$ cat config.mk
export PLATFORM = sky130hd
export DESIGN_NAME = videogen_multi
export DESIGN_NICKNAME = d
export VERILOG_FILES = /design/src/rtl/videogen_multi.sv
export SDC_FILE = /design/constraint.sdc
export NUM_CORES = 1
export LEC_CHECK = 0
export BUFFER_PORTS_ARGS = -buffer_cell sky130_fd_sc_hd__buf_4
export CORE_ASPECT_RATIO = 1.5
export CORE_MARGIN = 2
export CORE_UTILIZATION = 35
export CTS_BUF_LIST = sky130_fd_sc_hd__clkbuf_4
export DETAILED_ROUTE_END_ITERATION = 10
export MAX_ROUTING_LAYER = met4
export PLACE_DENSITY = 0.58
export SYNTH_ARGS = -nofsm -noshare
export SYNTH_HDL_FRONTEND = slang
export SYNTH_SLANG_ARGS = --single-unit
$ cat constraint.sdc
create_clock -name clk27 -period 3.4 [get_ports clk27]
set_clock_uncertainty 0.15 [all_clocks]
set_input_delay 0 -clock clk27 [delete_from_list [all_inputs] [get_ports clk27]]
set_output_delay 0 -clock clk27 [all_outputs]
set_load 0.02 [all_outputs]
$ cat src/rtl/videogen_multi.sv
// videogen_multi
// ----------------------------------------------------------------------------
// Parametrised test-pattern and lag-test video source. A single pixel clock
// drives free-running h/v counters. Sync, data enable, RGB and a frame-start
// strobe are all registered from the same counter values, so every output is
// one cycle behind the counters and all outputs are aligned with each other.
//
// Optional feature (macro VIDEOGEN_SCROLL_EN):
//   defined   - an 8-bit frame counter scrolls the pattern 0 ramp by one grey
//               level per frame and rotates the pattern 1 bars by one bar
//               every 16 frames.
//   undefined - static patterns, no scroll counter.
//
// Ports:
//   clk27        in   pixel clock
//   reset_n      in   asynchronous active-low reset
//   pattern_sel  in   0 ramp/border, 1 colour bars, 2 crosshatch, 3 white
//   lt_active    in   lag-test mode enable (overrides the pattern)
//   lt_mode      in   lag box position: 0 none, 1 top-left, 2 centre,
//                     3 bottom-right
//   R_out/G_out/B_out  out  8-bit colour, forced to 0 outside active area
//   HSYNC_out    out  horizontal sync, asserted level = HSYNC_POL
//   VSYNC_out    out  vertical sync, asserted level = VSYNC_POL
//   PCLK_out     out  copy of clk27
//   ENABLE_out   out  data enable (active area)
//   frame_start  out  one-cycle pulse with the first pixel of each frame
//
// The three control inputs are sampled only on the last pixel of a frame, so
// a change always takes effect cleanly at the next frame boundary.
// ----------------------------------------------------------------------------
module videogen_multi #(
  parameter int H_SYNCLEN       = 62,
  parameter int H_BACKPORCH     = 60,
  parameter int H_ACTIVE        = 720,
  parameter int H_TOTAL         = 858,
  parameter int V_SYNCLEN       = 6,
  parameter int V_BACKPORCH     = 30,
  parameter int V_ACTIVE        = 480,
  parameter int V_TOTAL         = 525,
  parameter int H_OVERSCAN      = 40,
  parameter int V_OVERSCAN      = 16,
  parameter int HSYNC_POL       = 0,
  parameter int VSYNC_POL       = 0,
  parameter int GRID_LOG2       = 5,
  parameter int LT_WIDTH        = 100,
  parameter int LT_HEIGHT       = 100,
  parameter int LT_FLASH_FRAMES = 0,
  parameter int CNT_W           = 11
) (
  input  logic       clk27,
  input  logic       reset_n,
  input  logic [1:0] pattern_sel,
  input  logic       lt_active,
  input  logic [1:0] lt_mode,
  output logic [7:0] R_out,
  output logic [7:0] G_out,
  output logic [7:0] B_out,
  output logic       HSYNC_out,
  output logic       VSYNC_out,
  output logic       PCLK_out,
  output logic       ENABLE_out,
  output logic       frame_start
);

  // Active-area geometry in counter coordinates.
  localparam int X_START = H_SYNCLEN + H_BACKPORCH;
  localparam int X_END   = X_START + H_ACTIVE;
  localparam int Y_START = V_SYNCLEN + V_BACKPORCH;
  localparam int Y_END   = Y_START + V_ACTIVE;

  // Centred 512x256 ramp window for pattern 0, in active coordinates. On a
  // raster smaller than the window the start goes negative and the whole
  // non-border area shows the ramp.
  localparam int WIN_X0 = (H_ACTIVE - 512) / 2;
  localparam int WIN_X1 = WIN_X0 + 512;
  localparam int WIN_Y0 = (V_ACTIVE - 256) / 2;
  localparam int WIN_Y1 = WIN_Y0 + 256;

  localparam int BAR_W     = H_ACTIVE / 8;
  localparam int GRID_MASK = (1 << GRID_LOG2) - 1;

  // Centred lag box bounds.
  localparam int LTC_X0 = H_ACTIVE / 2 - LT_WIDTH / 2;
  localparam int LTC_X1 = H_ACTIVE / 2 + LT_WIDTH / 2;
  localparam int LTC_Y0 = V_ACTIVE / 2 - LT_HEIGHT / 2;
  localparam int LTC_Y1 = V_ACTIVE / 2 + LT_HEIGHT / 2;

  localparam logic HS_ON = (HSYNC_POL != 0);
  localparam logic VS_ON = (VSYNC_POL != 0);

  localparam logic [CNT_W-1:0] H_LAST = CNT_W'(H_TOTAL - 1);
  localparam logic [CNT_W-1:0] V_LAST = CNT_W'(V_TOTAL - 1);

  logic [CNT_W-1:0] h_cnt;
  logic [CNT_W-1:0] v_cnt;
  logic             frame_end;

  // Controls latched at the frame boundary.
  logic [1:0] pat_sel_q;
  logic       lt_active_q;
  logic [1:0] lt_mode_q;

  logic       flash_phase;
  logic [7:0] scroll;

  // Next-output values derived from the current counters.
  int          h_i;
  int          v_i;
  int          x_i;
  int          y_i;
  logic        hs_n;
  logic        vs_n;
  logic        de_n;
  logic        fs_n;
  logic [7:0]  grey;
  logic [2:0]  bar;
  logic [2:0]  bar_rot;
  logic        box;
  logic [23:0] pat_rgb;

  assign PCLK_out  = clk27;
  assign frame_end = (h_cnt == H_LAST) && (v_cnt == V_LAST);

  // --------------------------------------------------------------------------
  // Raster counters
  // --------------------------------------------------------------------------
  always_ff @(posedge clk27 or negedge reset_n) begin
    if (!reset_n) begin
      h_cnt <= '0;
      v_cnt <= '0;
    end else if (h_cnt == H_LAST) begin
      h_cnt <= '0;
      if (v_cnt == V_LAST) v_cnt <= '0;
      else                 v_cnt <= v_cnt + 1'b1;
    end else begin
      h_cnt <= h_cnt + 1'b1;
    end
  end

  // --------------------------------------------------------------------------
  // Frame-boundary control latch
  // --------------------------------------------------------------------------
  always_ff @(posedge clk27 or negedge reset_n) begin
    if (!reset_n) begin
      pat_sel_q   <= 2'd0;
      lt_active_q <= 1'b0;
      lt_mode_q   <= 2'd0;
    end else if (frame_end) begin
      pat_sel_q   <= pattern_sel;
      lt_active_q <= lt_active;
      lt_mode_q   <= lt_mode;
    end
  end

  // --------------------------------------------------------------------------
  // Lag-box flash. The counter is held clear while lag mode is off so the
  // first lag frame always shows the box.
  // --------------------------------------------------------------------------
  generate
    if (LT_FLASH_FRAMES > 0) begin : g_flash
      localparam int FLASH_W = (LT_FLASH_FRAMES > 1) ? $clog2(LT_FLASH_FRAMES) : 1;
      localparam logic [FLASH_W-1:0] FLASH_LAST = FLASH_W'(LT_FLASH_FRAMES - 1);

      logic [FLASH_W-1:0] flash_cnt;
      logic               phase_q;

      always_ff @(posedge clk27 or negedge reset_n) begin
        if (!reset_n) begin
          flash_cnt <= '0;
          phase_q   <= 1'b0;
        end else if (!lt_active_q) begin
          flash_cnt <= '0;
          phase_q   <= 1'b0;
        end else if (frame_end) begin
          if (flash_cnt == FLASH_LAST) begin
            flash_cnt <= '0;
            phase_q   <= ~phase_q;
          end else begin
            flash_cnt <= flash_cnt + 1'b1;
          end
        end
      end

      assign flash_phase = phase_q;
    end else begin : g_steady
      assign flash_phase = 1'b0;
    end
  endgenerate

  // --------------------------------------------------------------------------
  // Frame scroll
  // --------------------------------------------------------------------------
`ifdef VIDEOGEN_SCROLL_EN
  always_ff @(posedge clk27 or negedge reset_n) begin
    if (!reset_n)       scroll <= 8'd0;
    else if (frame_end) scroll <= scroll + 8'd1;
  end
`else
  assign scroll = 8'd0;
`endif

  // Bar index (0 white .. 7 black) to {R,G,B}.
  function automatic logic [23:0] bar_colour(input logic [2:0] idx);
    logic [23:0] c;
    case (idx)
      3'd0:    c = 24'hffffff;
      3'd1:    c = 24'hffff00;
      3'd2:    c = 24'h00ffff;
      3'd3:    c = 24'h00ff00;
      3'd4:    c = 24'hff00ff;
      3'd5:    c = 24'hff0000;
      3'd6:    c = 24'h0000ff;
      default: c = 24'h000000;
    endcase
    return c;
  endfunction

  // --------------------------------------------------------------------------
  // Pixel generation from the current counters
  // --------------------------------------------------------------------------
  always_comb begin
    h_i = int'(h_cnt);
    v_i = int'(v_cnt);
    x_i = h_i - X_START;
    y_i = v_i - Y_START;

    hs_n = (h_i < H_SYNCLEN) ? HS_ON : ~HS_ON;
    vs_n = (v_i < V_SYNCLEN) ? VS_ON : ~VS_ON;
    de_n = (h_i >= X_START) && (h_i < X_END) && (v_i >= Y_START) && (v_i < Y_END);
    fs_n = (h_cnt == '0) && (v_cnt == '0);

    grey    = 8'h00;
    bar     = 3'd0;
    box     = 1'b0;
    pat_rgb = 24'h000000;

    // Pattern 0: checkerboard border, flat grey surround, ramp window.
    if ((x_i < H_OVERSCAN) || (x_i >= H_ACTIVE - H_OVERSCAN) ||
        (y_i < V_OVERSCAN) || (y_i >= V_ACTIVE - V_OVERSCAN)) begin
      grey = (h_cnt[0] ^ v_cnt[0]) ? 8'hff : 8'h00;
    end else if ((x_i < WIN_X0) || (x_i >= WIN_X1) ||
                 (y_i < WIN_Y0) || (y_i >= WIN_Y1)) begin
      grey = 8'h50;
    end else begin
      grey = 8'((x_i - WIN_X0) >>> 1) + scroll;
    end

    // Pattern 1: bar boundaries are fixed multiples of BAR_W.
    for (int b = 1; b < 8; b++) begin
      if (x_i >= b * BAR_W) bar = 3'(b);
    end
    bar_rot = bar + scroll[6:4];

    case (lt_mode_q)
      2'd1: box = (x_i < LT_WIDTH) && (y_i < LT_HEIGHT);
      2'd2: box = (x_i >= LTC_X0) && (x_i < LTC_X1) && (y_i >= LTC_Y0) && (y_i < LTC_Y1);
      2'd3: box = (x_i >= H_ACTIVE - LT_WIDTH) && (y_i >= V_ACTIVE - LT_HEIGHT);
      default: box = 1'b0;
    endcase

    case (pat_sel_q)
      2'd0: pat_rgb = {grey, grey, grey};
      2'd1: pat_rgb = bar_colour(bar_rot);
      2'd2: pat_rgb = (((x_i & GRID_MASK) == 0) || ((y_i & GRID_MASK) == 0) ||
                       (x_i == H_ACTIVE - 1) || (y_i == V_ACTIVE - 1)) ? 24'hffffff : 24'h000000;
      default: pat_rgb = 24'hffffff;
    endcase

    if (lt_active_q) pat_rgb = (box && !flash_phase) ? 24'hffffff : 24'h000000;
  end

  // --------------------------------------------------------------------------
  // Output registers
  // --------------------------------------------------------------------------
  always_ff @(posedge clk27 or negedge reset_n) begin
    if (!reset_n) begin
      HSYNC_out   <= HS_ON;
      VSYNC_out   <= VS_ON;
      ENABLE_out  <= 1'b0;
      R_out       <= 8'h00;
      G_out       <= 8'h00;
      B_out       <= 8'h00;
      frame_start <= 1'b0;
    end else begin
      HSYNC_out   <= hs_n;
      VSYNC_out   <= vs_n;
      ENABLE_out  <= de_n;
      R_out       <= de_n ? pat_rgb[23:16] : 8'h00;
      G_out       <= de_n ? pat_rgb[15:8]  : 8'h00;
      B_out       <= de_n ? pat_rgb[7:0]   : 8'h00;
      frame_start <= fs_n;
    end
  end

endmodule

# ---- Word level (Yosys, flattened, before mapping)
# Index checks and enable logic that the tools add are counted.
dict set report word_totals {
  reg_bits 55
  inputBits 7
  output_inout_bits 29
  wordCells 110
}
dict set report classes {
  addsub 5
  magnitude_cmp 29
  eq_ne 15
  mux 23
  bitwise 1
  reduce_logical 25
}
# cell count
set ops {}
lappend ops {{$pmux 24 s7} 1}
lappend ops {{$ge 12x10->1 const B} 7}
lappend ops {{$mux 24} 3}
lappend ops {{$pmux 24 s3} 1}
lappend ops {{$logic_not 32->1} 2}
lappend ops {{$ge 12x11->1 const B} 5}
lappend ops {{$lt 12x8->1 const B} 4}
lappend ops {{$mux 8} 6}
lappend ops {{$ge 12x9->1 const B} 2}
lappend ops {{$lt 12x10->1 const B} 2}
lappend ops {{$add 11x1->11 const B} 2}
lappend ops {{$eq 11x10->1 const B} 2}
lappend ops {{$logic_not 11->1} 2}
lappend ops {{$lt 11x10->1 const B} 2}
lappend ops {{$mux 11} 2}
lappend ops {{$mux 3} 6}
lappend ops {{$eq 12x10->1 const B} 1}
lappend ops {{$eq 12x11->1 const B} 1}
lappend ops {{$ge 12x8->1 const B} 1}
lappend ops {{$lt 12x6->1 const B} 1}
lappend ops {{$lt 12x7->1 const B} 1}
lappend ops {{$sub 11x6->12 const B} 1}
lappend ops {{$sub 11x7->12 const B} 1}
lappend ops {{$ge 11x6->1 const B} 1}
lappend ops {{16 further kinds} 41}

# ---- Longest topological paths before layout
# Gate-level depths: netlist of run 1.
dict set report logic_depth {
  word_depth 14
  mapped_depth 15
  mapped_depth_nobuf 12
}

==> impl_summary.txt, run 1 <==
----------------------------------------------------
[Synth]
  Proportion of synthesized chip area in sequential cells ... 30.06%
  Register bit total from synthesis ... 55
  Synth warn ... 0
  Count of cell types in the netlist ... 83
  Dominant cells by area after synthesis ... sky130_fd_sc_hd__dfrtp_1, sky130_fd_sc_hd__ha_1, sky130_fd_sc_hd__xnor2_1, sky130_fd_sc_hd__a21oi_1, sky130_fd_sc_hd__nor2_1
  Netlist area before placement ... between 4000 and 5000 µm²
  Most frequent cell after synthesis ... sky130_fd_sc_hd__dfrtp_1
  Most frequent cells after synthesis ... sky130_fd_sc_hd__dfrtp_1, sky130_fd_sc_hd__nor2_1, sky130_fd_sc_hd__a21oi_1, sky130_fd_sc_hd__nand2_1, sky130_fd_sc_hd__o21ai_0
  Post-synth top flop ... sky130_fd_sc_hd__dfrtp_1
  Gate count after technology mapping ... 534
  Avg Inst Size Synth ... approximately 8.6 µm²
  Number of synthesized flops with an enable pin ... 0
  Fraction of synthesis flops using an asynchronous set or reset pin ... 100.0%
  Syn Nets ... 561
  Biggest area consumer among synthesized cells ... sky130_fd_sc_hd__dfrtp_1
  Share of the synthesized area in the top cell type ... 30.06%

[STA]
  Worst-margin pin slew ... 0.6140 ns
  Worst slew margin ... 58.55%
  Final-layout worst hold slack ... 0.09316 ns
  Final count of hold timing violations ... 0
  Post-route clock period utilization ... 94.03%
  Final-report max-slew violation count ... 0
  Final setup violation count ... 0
  Time the final worst path needs with I/O delays and setup ... 3.197 ns
  Setup repair after global routing missed its margin ... no
  Maximum operating frequency ... 312.8 MHz
  Total Negative Setup Slacks ... 0 ns

[Power and ir drop]
  Standby leakage power ... 2.270 nW
  Overall power after layout ... 1.123 mW
  Part of the power in registers ... 59.0%
  Worst-case vdd ir drop ... 127.7 µV
  Part of the total power dissipated in the clock network ... a little over a third
  Fraction of power consumed by combinational cells ... 5.4%
  Cell-internal power ... 0.8253 mW
  Areal power density over the cells ... about 210 nW/µm²
  Power dissipated by switching net loads ... between 0.2 and 0.3 mW
  Switching fraction of total power ... 26.53%

[Setup path]
  Critical path, cell by cell ... buf_4 -> o21a_1 -> xnor2_2 -> inv_1 -> ha_1 -> nand4_1 -> nor3_1 -> nor3b_1 -> nor4_2 -> a21oi_1 -> and2b_4 -> a21oi_1
  CP top delay family ... simple AND/OR/NAND/NOR gates
  Cell with the largest stage delay on the worst path ... sky130_fd_sc_hd__dfrtp_1
  Biggest cell delay along the critical path ... 0.45 ns
  Class of the most critical setup path ... flip-flop to flip-flop
  Number of buffers and inverters on the critical path ... 2
  CP max FO ... 8
  Crit. End Element ... flip-flop
  Critical path's most frequent cell ... sky130_fd_sc_hd__a21oi_1
  Worst Path Required ... 3.68 ns
  Startpoint types ... flip-flop
  Critical path arrival ... 3.47 ns
  Register-to-register setup slack ... 0.20 ns

[Layout]
  Area growth from synthesis to final layout ... 18.97%
  Finished Core Util ... between 40 and 50%
  Final net count ... 617
  Area of the multi-input gates ... 3024 µm²
  Share of cells above drive strength 1 ... 22.50%
  Number of fill cells in the layout ... 1,332
  Final Instance Area ... 5446 µm²
  Footprint of the flip-flops and latches ... ~1400 µm²
  Number of inserted diodes ... 0

[Floorplanning]
  Vertical die dimension ... 144.1 µm
  Initial core utilization ... 35.52%
  Die X ... 97.38 µm
  Area of the placeable core ... between 10,000 and 15,000 µm²
  Total I/O pin count ... 36
  Die area ... around 14,000 µm²
  Number of rows in the core area ... 51

[Global route]
  Pin count of the biggest net entering global routing ... 56
  Number of global-route vias before repair ... about 4,600
  Antenna violations before repair ... 0
  First-pass GRT wire length ... 24.05 mm
  GRT Total Usage ... 22.14%
  Total congestion overflow ... 0

[Routing]
  Mean routed wirelength per cell ... between 15 and 20 µm
  Antenna violation net count after detailed routing ... 0
  Wire length after detailed routing ... 14.99 mm
  DR pass1 iterations ... 4
  Remaining design rule violation count ... 0
  Via count ... 4,470
  Mean number of vias per cell ... slightly below 6
  Violation count after the first detailed-routing iteration ... around 330

[Clock network]
  CTS tree ... done
  Worst-path clk slew ... 0.18 ns
  Clock insertion delay at the later pin of the skew report ... 0.51 ns

[Placed design]
  Count of input and output buffers ... 35
  Placed wire-length estimate after detailed placement ... ~11 mm
  Final GP Congestion ... 0.9843
  Area after detailed placement ... 5161 µm²

[Outcome]
  Result of the run ... finished clean

[Min path]
  Class of the most critical hold timing path ... input port to flip-flop

[Job]
  Max-Cap Viols ... 0

----------------------------------------------------
[state kept, by name (all words and copies together) (netlist names), 2 cells and up]
name and flops:
h_cnt 11, G_out 8, B_out 8, v_cnt 11
pat_sel_q 2, R_out 8, lt_mode_q 2
[tightest hold or removal path, delay by kind of cell]
kind | cells | cell delay (ns)
buf+inv | 2 | 0.62
mux | 1 | 0.12
[layer usage]
layer,global-route usage (%),up-vias,share of wire (%)
met5,-,-,0
li1,-,2116,-
met3,2.417,51,3.8
met2,40.07,151,52
met1,23.10,2152,38
met4,13.52,0,5.6
[kinds of logic (layout without fill, tap and decap cells)]
kind of cell,after synthesis,in the layout,synth area share [%]
simple gates,199,199,24.19
compound gates,164,165,26.43
buf+inv,58,114,5.985
flops,55,55,30.06
xor+xnor,33,33,6.641
fa+ha+maj,20,20,5.466
mux,5,5,1.230
[worst paths after layout]
check | end | depth (start not counted) | from
worst max-delay path | G_out[3]$_DFF_PN0_ | 12 | h_cnt[2]$_DFF_PN0_
worst min-delay path | lt_active_q$_DFFE_PN0P_ | 3 | lt_active
worst max register to register | G_out[3]$_DFF_PN0_ | 12 | h_cnt[2]$_DFF_PN0_
worst min register to register | lt_mode_q[1]$_DFFE_PN0P_ | 1 | lt_mode_q[1]$_DFFE_PN0P_
max in group asynchronous | h_cnt[6]$_DFF_PN0_ | 4 | reset_n
min in group asynchronous | B_out[1]$_DFF_PN0_ | 4 | reset_n
[what timing repair did]
| item | in CTS | in global routing |
|---|---|---|
| endpoints found under the hold margin | 60 | 0 |
| setup endpoints to repair | 0 | 24 |
| setup buffers | 0 | 0 |
| hold buffers | 8 | 0 |
| gates resized for setup | 0 | 14 |
[power groups by stage]
stage	Combinational, mW	Clock [mW]	Sequential, mW
floorplan	0.0211	0.0344	0.672
detailed placement	0.0480	0.0344	0.674
finish	0.0603	0.401	0.662
CTS	0.0584	0.422	0.662
global route	0.0668	0.445	0.664
global placement	0.0470	0.0344	0.674
[layout by cell type (no fill, tap or decap), drive strengths merged, types with 17 or more instances in the layout]
cell   synthesis  routed
buf           24      78
dfrtp         55      55
nor2          40      40
a21oi         31      31
nand2         30      30
o21ai         27      27
nor3          21      21
xnor2         20      20
ha            20      20
a31oi         18      18
inv           16      18
nand3         17      17
[per-stage QoR]
stage,worst slack (ns),instances
4_1_cts,0.005317,749
2_1_floorplan,0.03813,534
3_3_place_gp,0.08624,730
6_report,0.2028,750
3_5_place_dp,0.03921,730
5_1_grt,0.01861,750
[cell type report]
cell class / instances / area share (%)
clock buffers: 9 / 1.241
multi-input cells: 422 / 55.52
clock inverters: 3 / 0.4824
inverters: 18 / 1.241
flip-flops and latches: 55 / 25.29
repair buffers: 84 / 12.57
well taps: 159 / 3.653
Power figures use the tool's default switching activity.
==> run 2, diff against run 1 <==
- CELL_PAD_IN_SITES_DETAIL_PLACEMENT: default -> 1
- CELL_PAD_IN_SITES_GLOBAL_PLACEMENT: default -> 2
- CORE_ASPECT_RATIO: 1.5 -> default
- PLACE_DENSITY: 0.58 -> 0.84
==> impl_summary.txt, run 2 (synthesis gave the netlist of run 1 again) <==
----------------------------------------------------
[Outcome]
  Result of the run ... finished clean

[Routing]
  DR pass1 iterations ... 5
  Antenna violation net count after detailed routing ... 0
  Remaining design rule violation count ... 0
  Via count ... 4,559
  Mean routed wirelength per cell ... 20.88 µm
  Violation count after the first detailed-routing iteration ... 344
  Mean number of vias per cell ... 5.967
  Wire length after detailed routing ... around 16 mm

[Setup path]
  Cell with the largest stage delay on the worst path ... sky130_fd_sc_hd__dfrtp_1
  Class of the most critical setup path ... flip-flop to flip-flop
  Crit. End Element ... flip-flop
  CP max FO ... 18
  Biggest cell delay along the critical path ... 0.41 ns
  Critical path, cell by cell ... buf_4 -> o21a_1 -> xnor2_2 -> inv_1 -> ha_1 -> nand4_1 -> nor3_1 -> nor3b_1 -> nor4_2 -> a21oi_1 -> and2b_4 -> a21oi_1
  Worst Path Required ... approximately 3.7 ns
  Startpoint types ... flip-flop
  Critical path arrival ... around 3.5 ns
  Critical path's most frequent cell ... sky130_fd_sc_hd__a21oi_1

[Layout]
  Top Registers ... h_cnt (11), v_cnt (11)
  Finished Core Util ... 43.26%
  Area growth from synthesis to final layout ... 19.73%
  Number of inserted diodes ... 0
  Final net count ... 618
  Number of fill cells in the layout ... around 1,500
  Share of cells above drive strength 1 ... between 20% and 30%
  Most common cell after layout, fill and taps aside ... sky130_fd_sc_hd__buf_4
  Commonest cells after routing, fill and taps aside ... sky130_fd_sc_hd__buf_4, sky130_fd_sc_hd__dfrtp_1, sky130_fd_sc_hd__nor2_1

[Floorplanning]
  Initial core utilization ... a little over a third
  Area of the placeable core ... ~13,000 µm²
  Die area ... 14,010 µm²
  Number of rows in the core area ... just over 40
  Vertical die dimension ... 118.4 µm
  Die X ... 118.4 µm
  Total I/O pin count ... 36

[Global route]
  Number of global-route vias before repair ... around 4,500
  Total congestion overflow ... 0
  GRT Total Usage ... 23.53%
  First-pass GRT wire length ... 25.41 mm
  Pin count of the biggest net entering global routing ... 56
  Antenna violations before repair ... 0

[STA]
  Worst slew margin ... 56.64%
  Final-layout worst hold slack ... 0.1005 ns
  Setup repair after global routing missed its margin ... no
  Total Negative Setup Slacks ... 0 ns
  Time the final worst path needs with I/O delays and setup ... 3.229 ns
  Maximum operating frequency ... slightly above 300 MHz
  Post-route clock period utilization ... 94.97%
  Final count of hold timing violations ... 0
  Final setup violation count ... 0
  Worst-margin pin slew ... 0.6422 ns
  Final-report max-slew violation count ... 0

[Clock network]
  Clock insertion delay at the later pin of the skew report ... about 0.53 ns
  CTS tree ... done
  Worst-path clk slew ... 0.16 ns

[Job]
  Max-Cap Viols ... 0

[Power and ir drop]
  Areal power density over the cells ... 205.3 nW/µm²
  Worst-case vdd ir drop ... 140.3 µV
  Standby leakage power ... 2.278 nW

[Placed design]
  Placed wire-length estimate after detailed placement ... 12.09 mm
  Count of input and output buffers ... 35
  Final GP Congestion ... 0.9572

[Min path]
  Class of the most critical hold timing path ... input port to flip-flop

----------------------------------------------------
[run 2: cell count changes in the layout (fill, tap and decap cells not counted), moves of 2 or more]
cell and delta:
sky130_fd_sc_hd__a211oi_2 -2, sky130_fd_sc_hd__nand3_2 -2, sky130_fd_sc_hd__buf_4 +2, sky130_fd_sc_hd__nand3_1 +2
[run 2: cell type report]
type	count	area [µm²]	share of cell area [%]
repair buffers	85	688.2	12.55
clock inverters	2	16.27	0.2967
multi-input cells	422	3042	55.49
inverters	18	67.56	1.233
flip-flops and latches	55	1378	25.13
clock buffers	10	75.07	1.370
well taps	172	215.2	3.926
[run 2: power by group]
part	switching [mW]	internal [mW]
Combinational	0.0353	0.0257
Sequential	0.00604	0.657
Clock	0.255	0.146
[run 2: timing repair]
item	4_1_cts	5_1_grt
hold buffers	8	0
setup endpoints to repair	2	24
setup buffers	0	1
pin swaps	0	3
gates cloned	0	1
resized for setup	1	15
hold endpoints to repair	60	0
[run 2: routing by layer]
metal  wire length, µm  global-route usage [%]
met1              7489                   31.82
met2              7598                   36.52
met3               639                   4.247
met4               222                   5.952
met5                 0                       -
[run 2: final timing paths]
| check | from | end | slack, ns | cells past startpoint |
|---|---|---|---|---|
| max reg2reg | h_cnt[1]$_DFF_PN0_ | G_out[5]$_DFF_PN0_ | 0.17 | 12 |
| min | pattern_sel[1] | pat_sel_q[1]$_DFFE_PN0P_ | 0.10 | 3 |
| max | h_cnt[1]$_DFF_PN0_ | G_out[5]$_DFF_PN0_ | 0.17 | 12 |
| min reg2reg | h_cnt[7]$_DFF_PN0_ | h_cnt[7]$_DFF_PN0_ | 0.48 | 1 |
| max in group asynchronous | reset_n | h_cnt[7]$_DFF_PN0_ | 2.46 | 4 |
| min in group asynchronous | reset_n | R_out[7]$_DFF_PN0_ | 0.39 | 4 |
[run 2: worst max-delay path: cells and delay by family, from the launching register on]
| kind | cells | cell delay, ns |
|---|---|---|
| AO/OA/AOI/OAI | 3 | 0.85 |
| AND/OR/NAND/NOR | 5 | 1.10 |
| buffers and inverters | 2 | 0.30 |
| flip-flops | 1 | 0.41 |
| XOR/XNOR | 1 | 0.17 |
| adder cells (fa/ha/maj) | 1 | 0.17 |
[run 2: stage by stage]
stage / setup WS (ns) / cell area, µm² / power, mW / cells
final: 0.1710 / 5482 / 1.125 / 764
after global placement: 0.1929 / 5177 / 0.7549 / 743
after CTS: 0.06257 / 5370 / 1.142 / 762
after global routing: 0.01127 / 5482 / 1.166 / 764
after detailed placement: 0.03150 / 5177 / 0.7564 / 743
after floorplan: 0.03813 / 4578 / 0.7278 / 534
==> run 3, diff against run 2 <==
==> constraint.sdc (replaced) <==
create_clock -name clk27 -period 3.4 [get_ports clk27]
set_clock_uncertainty 0.15 [all_clocks]
set_input_delay 0.17 -clock clk27 [delete_from_list [all_inputs] [get_ports clk27]]
set_output_delay 0.17 -clock clk27 [all_outputs]
set_load 0.02 [all_outputs]
==> impl_summary.txt, run 3 (synthesis gave the netlist of run 1 again) <==
----------------------------------------------------
[Outcome]
  Result of the run ... finished clean

[STA]
  Worst-margin pin slew ... 0.6936 ns
  Total Negative Setup Slacks ... 0 ns
  Setup repair after global routing missed its margin ... no
  Time the final worst path needs with I/O delays and setup ... 3.205 ns
  Final setup violation count ... 0
  Final-layout worst hold slack ... 0.04485 ns
  Post-route clock period utilization ... 94.26%
  Final-report max-slew violation count ... 0
  Maximum operating frequency ... 312.0 MHz
  Worst slew margin ... around 54%
  Final count of hold timing violations ... 0

[Layout]
  Top Registers ... h_cnt (11), v_cnt (11)
  Commonest cells after routing, fill and taps aside ... sky130_fd_sc_hd__buf_4, sky130_fd_sc_hd__dfrtp_1, sky130_fd_sc_hd__nor2_1
  Number of standard cells in the final layout excluding fillers ... 762
  Share of cells above drive strength 1 ... between 20% and 30%
  Final net count ... 616
  Most common cell after layout, fill and taps aside ... sky130_fd_sc_hd__buf_4
  Area growth from synthesis to final layout ... 18.91%
  Number of inserted diodes ... 0
  Finished Core Util ... 42.96%

[Job]
  Max-Cap Viols ... 0

[Power and ir drop]
  Part of the total power dissipated in the clock network ... 35.8%
  Worst-case vdd ir drop ... 139.1 µV
  Areal power density over the cells ... 205.5 nW/µm²
  Switching fraction of total power ... 26.25%
  Standby leakage power ... 2.262 nW
  Cell-internal power ... 0.8249 mW
  Fraction of power consumed by combinational cells ... under 10%
  Power dissipated by switching net loads ... 0.2936 mW
  Part of the power in registers ... 59.3%

[Floorplanning]
  Area of the placeable core ... 12,670 µm²
  Vertical die dimension ... 118.4 µm
  Initial core utilization ... a little over a third
  Die X ... approximately 120 µm
  Total I/O pin count ... 36
  Number of rows in the core area ... 41
  Die area ... 14,010 µm²

[Placed design]
  Inst Count DP ... about 740
  Final GP Congestion ... 0.9572
  Count of input and output buffers ... 35
  Placed wire-length estimate after detailed placement ... roughly 12 mm

[Setup path]
  Critical path arrival ... 3.52 ns
  Endpoint of the worst-slack reg-to-reg timing path ... G_out[5]$_DFF_PN0_
  Reg-to-reg critical path startpoint ... h_cnt[1]$_DFF_PN0_
  Class of the most critical setup path ... flip-flop to flip-flop
  Startpoint types ... flip-flop
  Register-to-register setup slack ... 0.20 ns
  Crit. End Element ... flip-flop
  CP max FO ... 18
  Depth of the worst register-to-register path ... 12
  Worst Path Required ... 3.71 ns

[Routing]
  Mean number of vias per cell ... slightly below 6
  Mean routed wirelength per cell ... ~21 µm
  Remaining design rule violation count ... 0
  Via count ... 4,536
  Antenna violation net count after detailed routing ... 0
  Wire length after detailed routing ... 15.85 mm
  DR pass1 iterations ... 5
  Violation count after the first detailed-routing iteration ... 336

[Global route]
  Number of global-route vias before repair ... 4,511
  Pin count of the biggest net entering global routing ... 56
  Antenna violations before repair ... 0
  GRT Total Usage ... roughly a quarter
  Total congestion overflow ... 0
  First-pass GRT wire length ... between 20 and 30 mm

[Clock network]
  Worst-path clk slew ... 0.16 ns
  Clock insertion delay at the later pin of the skew report ... between 0.5 and 0.6 ns
  CTS tree ... done

[Min path]
  Class of the most critical hold timing path ... input port to async pin

----------------------------------------------------
[run 3: changes by cell type in the layout (fill, tap and decap cells not counted), sizes merged]
| cell | before | now |
|---|---|---|
| buf | 79 | 78 |
| dlygate4sd3 | 7 | 6 |
[run 3: worst max path at each step]
stage / start / endpoint / slack [ns] / depth (start not counted)
5_1_grt: h_cnt[1]$_DFF_PN0_ / B_out[7]$_DFF_PN0_ / 0.01 / 13
4_1_cts: h_cnt[1]$_DFF_PN0_ / R_out[1]$_DFF_PN0_ / 0.06 / 12
6_report: h_cnt[1]$_DFF_PN0_ / G_out[5]$_DFF_PN0_ / 0.20 / 12
3_3_place_gp: h_cnt[1]$_DFF_PN0_ / R_out[2]$_DFF_PN0_ / 0.19 / 12
2_1_floorplan: h_cnt[2]$_DFF_PN0_ / B_out[3]$_DFF_PN0_ / 0.04 / 14
3_5_place_dp: v_cnt[3]$_DFFE_PN0N_ / B_out[5]$_DFF_PN0_ / 0.03 / 10
[run 3: routing by layer]
metal	part of all wire, %	up-vias	GRT usage (%)	wire length [µm]
li1	-	2104	-	-
met1	47	2302	31.46	7479
met2	47	113	36.42	7470
met3	4.2	17	4.247	672
met4	1.5	0	5.952	231
met5	0	-	-	0
[run 3: power by group through the flow]
stage | registers (mW) | logic (mW) | clock network, mW
floorplan | 0.672 | 0.0211 | 0.0344
global placement | 0.675 | 0.0455 | 0.0344
detailed placement | 0.675 | 0.0469 | 0.0344
CTS | 0.663 | 0.0531 | 0.420
global route | 0.664 | 0.0616 | 0.434
finish | 0.663 | 0.0550 | 0.400
[run 3: what timing repair did]
| item | 4_1_cts | 5_1_grt |
|---|---|---|
| endpoints found under the hold margin | 60 | 0 |
| cloned | 0 | 1 |
| endpoints found under the setup margin | 2 | 24 |
| resized for setup | 1 | 15 |
| pin swaps | 0 | 3 |
| buffers inserted | 0 | 1 |
| hold buffers | 6 | 0 |
[run 3: worst max-delay path, stage by stage, from the launching register on]
cell and delay (ns):
sky130_fd_sc_hd__dfrtp_1 0.41, sky130_fd_sc_hd__buf_4 0.23, sky130_fd_sc_hd__o21a_1 0.29, sky130_fd_sc_hd__xnor2_2 0.17
sky130_fd_sc_hd__inv_1 0.08, sky130_fd_sc_hd__ha_1 0.17, sky130_fd_sc_hd__nand4_1 0.16, sky130_fd_sc_hd__nor3_1 0.23
sky130_fd_sc_hd__nor3b_1 0.30, sky130_fd_sc_hd__nor4_2 0.12, sky130_fd_sc_hd__a21oi_1 0.38, sky130_fd_sc_hd__and2b_4 0.28
sky130_fd_sc_hd__a21oi_1 0.17
[run 3: area by class of cell]
| type | count | area (µm²) |
|---|---|---|
| well taps | 172 | 215.2 |
| multi-input cells | 422 | 3042 |
| clock inverters | 2 | 16.27 |
| repair buffers | 83 | 650.6 |
| flip-flops and latches | 55 | 1378 |
| inverters | 18 | 67.56 |
| fillers | 1545 | 7227 |
| clock buffers | 10 | 75.07 |
[run 3: through the flow]
stage | setup slack (ns) | power [mW] | instance area, µm²
6_report | 0.1951 | 1.119 | 5444
5_1_grt | 0.01127 | 1.160 | 5444
4_1_cts | 0.06257 | 1.136 | 5333
3_5_place_dp | 0.03150 | 0.7564 | 5177
3_3_place_gp | 0.1929 | 0.7549 | 5177
2_1_floorplan | 0.03813 | 0.7278 | 4578
